**src/rtl/serial_pkg.sv**
```systemverilog
// Shared types and default framing constants for the serial frame receiver.
package serial_pkg;
  typedef enum logic {HUNT = 1'b0, DATA = 1'b1} state_t;

  localparam int         DEF_START_W   = 4;
  localparam logic [3:0] DEF_START_PAT = 4'b0000;
  localparam int         DEF_DATA_W    = 8;
endpackage

```
**src/rtl/serial_shift_reg.sv**
```systemverilog
// Serial-in shift register with synchronous parallel load (load wins over shift).
module serial_shift_reg #(
  parameter int               WIDTH     = 4,
  parameter bit               MSB_FIRST = 1'b1,
  parameter logic [WIDTH-1:0] RST_VAL   = '0
) (
  input  logic             clk,
  input  logic             rst,
  input  logic             shift,
  input  logic             load,
  input  logic             s_in,
  input  logic [WIDTH-1:0] load_val,
  output logic [WIDTH-1:0] q
);
  logic [WIDTH-1:0] shifted;

  // MSB_FIRST enters at bit 0 and walks up, so the first bit ends in the MSB.
  generate
    if (WIDTH == 1) begin : g_w1
      assign shifted = s_in;
    end else if (MSB_FIRST) begin : g_msb
      assign shifted = {q[WIDTH-2:0], s_in};
    end else begin : g_lsb
      assign shifted = {s_in, q[WIDTH-1:1]};
    end
  endgenerate

  always_ff @(posedge clk or negedge rst) begin
    if (!rst)       q <= RST_VAL;
    else if (load)  q <= load_val;
    else if (shift) q <= shifted;
  end
endmodule

```
**src/rtl/serial_frame_rx.sv**
```systemverilog
// Hunts for a start pattern on a strobed serial line, then deserialises one
// payload word into a single-entry output buffer with overrun reporting.
module serial_frame_rx
  import serial_pkg::*;
#(
  parameter int                 START_W   = DEF_START_W,
  parameter logic [START_W-1:0] START_PAT = START_W'(DEF_START_PAT),
  parameter int                 DATA_W    = DEF_DATA_W,
  parameter bit                 MSB_FIRST = 1'b1
) (
  input  logic              clk,
  input  logic              rst,
  input  logic              s_in,
  input  logic              en,
  output logic [DATA_W-1:0] p_out,
  output logic              p_valid,
  input  logic              p_ready,
  output logic [START_W-1:0] window,
  output logic              busy,
  output logic              overrun
);
  localparam int CW = $clog2(DATA_W + 1);

  state_t            state;
  logic [CW-1:0]     cnt;
  logic [DATA_W-1:0] payload;
  logic [START_W-1:0] win_nxt;
  logic [DATA_W-1:0] word_nxt;
  logic              hit, done;

  // Next-cycle views of both registers: detection and word capture must
  // include the bit being sampled on this edge.
  generate
    if (START_W == 1) begin : g_win1
      assign win_nxt = s_in;
    end else begin : g_winn
      assign win_nxt = {window[START_W-2:0], s_in};
    end
    if (DATA_W == 1) begin : g_wd1
      assign word_nxt = s_in;
    end else if (MSB_FIRST) begin : g_wdm
      assign word_nxt = {payload[DATA_W-2:0], s_in};
    end else begin : g_wdl
      assign word_nxt = {s_in, payload[DATA_W-1:1]};
    end
  endgenerate

  assign hit  = (state == HUNT) && en && (win_nxt == START_PAT);
  assign done = (state == DATA) && en && (cnt == CW'(DATA_W - 1));

  // Window is frozen during DATA so payload bits can never look like a start.
  serial_shift_reg #(
    .WIDTH(START_W), .MSB_FIRST(1'b1), .RST_VAL(~START_PAT)
  ) u_window (
    .clk(clk), .rst(rst),
    .shift(en && (state == HUNT)),
    .load(done),
    .s_in(s_in),
    .load_val(~START_PAT),
    .q(window)
  );

  serial_shift_reg #(
    .WIDTH(DATA_W), .MSB_FIRST(MSB_FIRST), .RST_VAL('0)
  ) u_payload (
    .clk(clk), .rst(rst),
    .shift(en && (state == DATA)),
    .load(hit),
    .s_in(s_in),
    .load_val('0),
    .q(payload)
  );

  always_ff @(posedge clk or negedge rst) begin
    if (!rst) begin
      state   <= HUNT;
      cnt     <= '0;
      busy    <= 1'b0;
      p_out   <= '0;
      p_valid <= 1'b0;
      overrun <= 1'b0;
    end else begin
      overrun <= done && p_valid && !p_ready;
      case (state)
        HUNT: if (hit) begin
          state <= DATA;
          busy  <= 1'b1;
          cnt   <= '0;
        end
        DATA: if (en) begin
          cnt <= cnt + CW'(1);
          if (done) begin
            state <= HUNT;
            busy  <= 1'b0;
          end
        end
        default: begin
          state <= HUNT;
          busy  <= 1'b0;
        end
      endcase
      // A handshake on the completing edge frees the slot for the new word.
      if (done && (!p_valid || p_ready)) begin
        p_out   <= word_nxt;
        p_valid <= 1'b1;
      end else if (p_valid && p_ready) begin
        p_valid <= 1'b0;
      end
    end
  end
endmodule

```
**config.mk**
```make
export PLATFORM = sky130hd
export DESIGN_NAME = serial_frame_rx
export DESIGN_NICKNAME = d
export VERILOG_FILES = /design/src/rtl/serial_pkg.sv /design/src/rtl/serial_shift_reg.sv /design/src/rtl/serial_frame_rx.sv
export SDC_FILE = /design/constraint.sdc
export NUM_CORES = 1
export LEC_CHECK = 0
export BUFFER_PORTS_ARGS = -buffer_cell sky130_fd_sc_hd__buf_2
export CAP_MARGIN = 0
export CORE_MARGIN = 2
export CORE_UTILIZATION = 47
export CTS_CLUSTER_DIAMETER = 80
export DETAILED_ROUTE_END_ITERATION = 12
export PLACE_DENSITY = 0.72
export REMOVE_ABC_BUFFERS = 1
export SLEW_MARGIN = 40
export SYNTH_ARGS = -nofsm -noshare
export SYNTH_HDL_FRONTEND = slang
export SYNTH_SLANG_ARGS = --single-unit
```
**constraint.sdc**
```tcl
create_clock -name clk -period 1.45 [get_ports clk]
set_input_delay 0.2175 -clock clk [delete_from_list [all_inputs] [get_ports clk]]
set_output_delay 0.2175 -clock clk [all_outputs]
set_load 0.03 [all_outputs]
```
-- Yosys cells after proc, flatten, opt, wreduce, memory -nomap -nowiden
Index checks and enable logic that the tools add are counted.
- output and inout port bits: 15
- word-level logic and storage cells: 48
- bits of input ports: 5
- register bits: 27
- eq/ne operators: 4
- bitwise logic cells: 1
- multiplexer cells: 17
- add/subtract/negate cells: 1
- reductions and logical operators: 17
- operator list (cell ; count):
    $mux W4 ; 4
    $mux W7 ; 2
    $logic_and A1 B1 Y1 ; 8
    $mux W1 ; 8
    $pmux W4 S2 ; 1
    $reduce_bool A2 Y1 ; 3
    $add A4 B1 Y4 const B ; 1
    $eq A4 B3 Y1 const B ; 1
    $logic_not A4 Y1 ; 1
    $ne A2 B2 Y1 const B ; 2
    $pmux W1 S2 ; 2
    $reduce_and A3 Y1 ; 1
    $logic_not A1 Y1 ; 2
    $ne A2 B1 Y1 const B ; 1
    $reduce_and A2 Y1 ; 1
    $logic_or A1 B1 Y1 ; 1
    $not A1 Y1 ; 1

-- Logic depth before layout (Yosys ltp)
- depth after elaboration: 5
- gate-level depth with buffers: 5
- depth with buffers taken out: 4

-- Hierarchy
A second synthesis with hierarchy kept.
- cell total of the unflattened synthesis: 107
- area, all modules: 1291.2 µm²
- by module, submodules not included (module ; seq. area each (µm²) ; cells an instance ; instances ; area each (µm²)):
    serial_frame_rx ; 400.4 ; 56 ; 1 ; 726.9
    serial_shift_reg at u_payload ; 200.2 ; 34 ; 1 ; 372.9
    serial_shift_reg at u_window ; 105.1 ; 17 ; 1 ; 191.4

-- Worst setup path after synthesis
No wires, ideal clock.
- path kind: reg-to-reg
- from: reg cnt[0]
- to: reg p_out[0]
- stages on the path, launching flop included: 5
- clock period less this slack: 1.481 ns
- arrival time: 1.356 ns
- setup slack: -0.031 ns
- data required time: 1.325 ns
- cells stage by stage: dfrtp_1 ha_1 nand4_2 nor3b_4 mux2_2
- cells in the longest elaborated chain, start to end: 3
- RTL lines (what ; RTL line ; source):
    start, declared ; serial_frame_rx.sv:25 ; logic [CW-1:0] cnt;
    start signal, assigned ; serial_frame_rx.sv:91 ; cnt <= cnt + CW'(1);
    $eq A4 B3 Y1 ; serial_frame_rx.sv:49 ; assign done = (state == DATA) && en && (cnt == CW'(DATA_W - 1));
    $logic_and A1 B1 Y1 ; serial_frame_rx.sv:49 ;
    $logic_and A1 B1 Y1 ; serial_frame_rx.sv:103 ; if (done && (!p_valid || p_ready)) begin
    end signal, assigned ; serial_frame_rx.sv:104 ; p_out <= word_nxt;
    end, declared ; serial_frame_rx.sv:15 ; output logic [DATA_W-1:0] p_out,
No other way between the ends.
A chain may end at the register's enable or synchronous reset.

-- Worst setup path in the final report
Same ends and word-level chain as after synthesis.

==> run summary <==
The run finished, with violations left. The final reports fail on negative setup slack. The instance area after placement is 0.001286 sq mm. The worst path setup slack after routing came out at -0.01730 ns. The maximum number of buffers from clock root to sink is 2.

The placed cell count is 132. The clock transition at the registers of the reported paths is roughly 0.15 ns. In this run the vertical extent of the chip is about 52 um. The number of antenna violations at the first check in global routing is 0. 20 I/O pins were placed.

The worst setup path is of the reg -> reg kind. The count of nets left with antenna violations once routing finished came out at 0. The clock period minus final worst setup slack is roughly 1.5 ns.

The sum of routed wire segments on met1 came out at between 800 and 900 um. The latest clock arrival within the worst-skew pair is 0.33 ns. The number of sinks driven by the clock tree came out at 27. The last weighted congestion value of the routability-driven placer is between 0.8 and 0.9. The gate count after technology mapping is 78. The setup violation total in the final timing report came out at 4.

The number of warning messages in the yosys log came out at 0. The share of the cycle needed by the critical path after routing is 101.2%. The core region is around 0.0022 sq mm. The number of CTS-inserted buffers is 3. CTS built an H-tree with a depth of 1. The number of iterations in the first detailed-routing pass is 4.

The global-route congestion overflow total came out at 0. The relative max-transition margin is 60.99%. The via-per-instance ratio came out at 5.167. The tightest min-delay check is of the in -> reg type. Compared with the post-synthesis result, the final layout area differs by 28.85%. Among all flip-flop cells after synthesis, the most frequent one is sky130_fd_sc_hd__dfrtp_1.

The worst setup path is launched from a flop. The row count is 17. The post-synthesis instance area is 0.001080 sq mm.

Once layout is complete, the cells apart from fillers number 138. The count of distinct cell types in the synthesized netlist came out at 25. The count of buffers from port buffering came out at 19. The final non-filler cell area is 0.001391 sq mm.

The remaining routing DRC violations came out at 0. In the detailed route, the total length drawn on met3 is 45 um. In this run the clock root is driven by a sky130_fd_sc_hd__clkbuf_4. The initial standard-cell utilization of the core is 49.29%. The met2 wire length came out at 896 um. At the worst endpoint, the arrival time is 1.69 ns. The final number of hold-violating endpoints is 0. The horizontal die dimension came out at 51.93 um.

The detailed placement HPWL came out at 1.251 mm. The count of fill cells added during filler insertion came out at 176. The floorplan step defined a die boundary enclosing 0.002697 sq mm. The minimum hold slack is approximately 0.18 ns. The final count of pins violating max slew came to 0. The library cells used most frequently in the layout, excluding fill and tap cells, are sky130_fd_sc_hd__dfrtp_1, sky130_fd_sc_hd__buf_2, sky130_fd_sc_hd__buf_4.

The average wire length per cell after detail routing is 13.71 um. The number of global-route vias before repair is 751. The average cell area after synthesis is about 14 sq um. The worst vdd rail ir drop is 1.396 mV. Setup repair after global routing could not meet its margin everywhere.

The most common cell after layout, fill and taps aside is sky130_fd_sc_hd__dfrtp_1. The highest metal layer with signal wires is met4. The critical path data required time is 1.67 ns. The DRC violation total after the first TritonRoute iteration is 4.

The power per unit of standard cell area is around 2200 mW/mm^2. The transition time of the tightest slew-check pin came out at 0.5851 ns. TritonCTS built the clock tree. Summed over all cells, the static leakage comes to 0.7106 nW. The wire length of the first global-routing pass is 3.305 mm. The number of diodes is 0.

The total number of vias is 713. Of the cells placed in the final design, the portion with a size suffix greater than 1 is 48.18%. For the final database, setup skew stands at 0.01195 ns. In this run, synthesis inferred 0 flip-flops with an integrated enable. The synthesized design contains 27 register bits. The largest fanout on the critical path came out at 8. The sequential fraction of the synthesis area came out at 63.04%. The maximum number of pins on one net before global-route repair came out at 28. The number of max-cap violations came out at 0.

Counting flops with an async set or reset pin after synthesis yields a share of 100.0%. The overall global routing resource usage came out at 17.07%. The number of nets in the finished design is 117. STA classifies the critical path endpoint as a flop.

For this run, the top clock speed supported by timing is 681.5 MHz. The total length of routed wires is 1.892 mm.
[worst max-delay path, cell delays in order (launching register included)]
cell	delay, ns
sky130_fd_sc_hd__dfrtp_1	0.42
sky130_fd_sc_hd__ha_4	0.17
sky130_fd_sc_hd__nand4_4	0.08
sky130_fd_sc_hd__nor3b_4	0.22
sky130_fd_sc_hd__buf_12	0.16
sky130_fd_sc_hd__mux2_4	0.30
[registers in the layout (all words and copies together), names as in the netlist]
name         count
busy             1
cnt              4
overrun          1
p_out            8
p_valid          1
state            1
u_payload.q      7
u_window.q       4
[worst paths after layout]
| kind | cells after the start | start | to | slack, ns |
|---|---|---|---|---|
| max reg2reg | 5 | cnt[0]$_DFFE_PN0P_ | p_out[0]$_DFFE_PN0P_ | -0.02 |
| min | 3 | p_ready | overrun$_DFF_PN0_ | 0.18 |
| max | 5 | cnt[0]$_DFFE_PN0P_ | p_out[0]$_DFFE_PN0P_ | -0.02 |
| max in group asynchronous | 2 | rst | u_window.q[3]$_DFFE_PN1P_ | 0.66 |
| min reg2reg | 1 | busy$_DFFE_PN0P_ | busy$_DFFE_PN0P_ | 0.49 |
| min in group asynchronous | 2 | rst | p_out[1]$_DFFE_PN0P_ | 0.40 |
[through the flow]
step	setup WS (ns)	TNS (ns)	power [mW]	utilization (%)
floorplan	-0.03083	-0.2457	2.148	-
CTS	-0.04100	-0.2722	3.019	62.31
global placement	0.007133	0	2.563	58.71
global route	-0.08009	-0.5978	3.276	63.51
detailed placement	-0.02705	-0.1668	2.610	58.71
finish	-0.01730	-0.01974	3.070	63.51
[synthesized netlist by cell type (2+ instances only)]
| cell | instances | area share (%) |
|---|---|---|
| sky130_fd_sc_hd__mux2i_1 | 4 | 3.7 |
| sky130_fd_sc_hd__a21o_1 | 2 | 1.4 |
| sky130_fd_sc_hd__nand2b_1 | 2 | 1.2 |
| sky130_fd_sc_hd__a22o_1 | 9 | 7.3 |
| sky130_fd_sc_hd__clkbuf_1 | 2 | 0.70 |
| sky130_fd_sc_hd__nand2_1 | 7 | 2.4 |
| sky130_fd_sc_hd__dfstp_2 | 4 | 9.7 |
| sky130_fd_sc_hd__dfrtp_1 | 23 | 53 |
| sky130_fd_sc_hd__mux2_2 | 9 | 9.4 |
[layer usage]
metal	GRT usage [%]	up-vias
met4	12.72	0
li1	-	341
met2	26.16	13
met5	0	-
met1	21.52	351
met3	2.874	8
[logic make-up (layout without fill, tap and decap cells)]
| logic type | Yosys count | in the layout | share of synthesized area (%) |
|---|---|---|---|
| buffers and inverters | 4 | 36 | 1.390 |
| and+or+nand+nor | 18 | 18 | 10.31 |
| muxes | 13 | 13 | 13.09 |
| AOI/OAI and AO/OA | 14 | 14 | 10.20 |
| adders and majority gates | 1 | 1 | 1.159 |
| xor gates and xnor gates | 1 | 1 | 0.8113 |
| DFF | 27 | 27 | 63.04 |
[area by class of cell]
cell class,instances,area [sq um],share of cell area [%]
multi-input combinational,47,444.2,31.92
tap,28,35.03,2.518
inverter,1,3.754,0.2698
clock buffer,3,22.52,1.619
clock inverter,1,5.005,0.3597
timing repair buffer,31,200.2,14.39
sequential,27,680.7,48.92
[report_power, final]
part           leakage (nW)  internal, mW  switching (mW)
Clock                0.0177         0.104           0.220
Combinational         0.353         0.663           0.727
Sequential            0.340          1.11           0.245
[what timing repair did]
action	4_1_cts	5_1_grt
resized for setup	10	3
hold buffers	1	0
setup buffers	0	1
pin swaps	2	2
endpoints found under the setup margin	8	9
hold endpoints to repair	23	0
(Power assumes the default switching activity.)
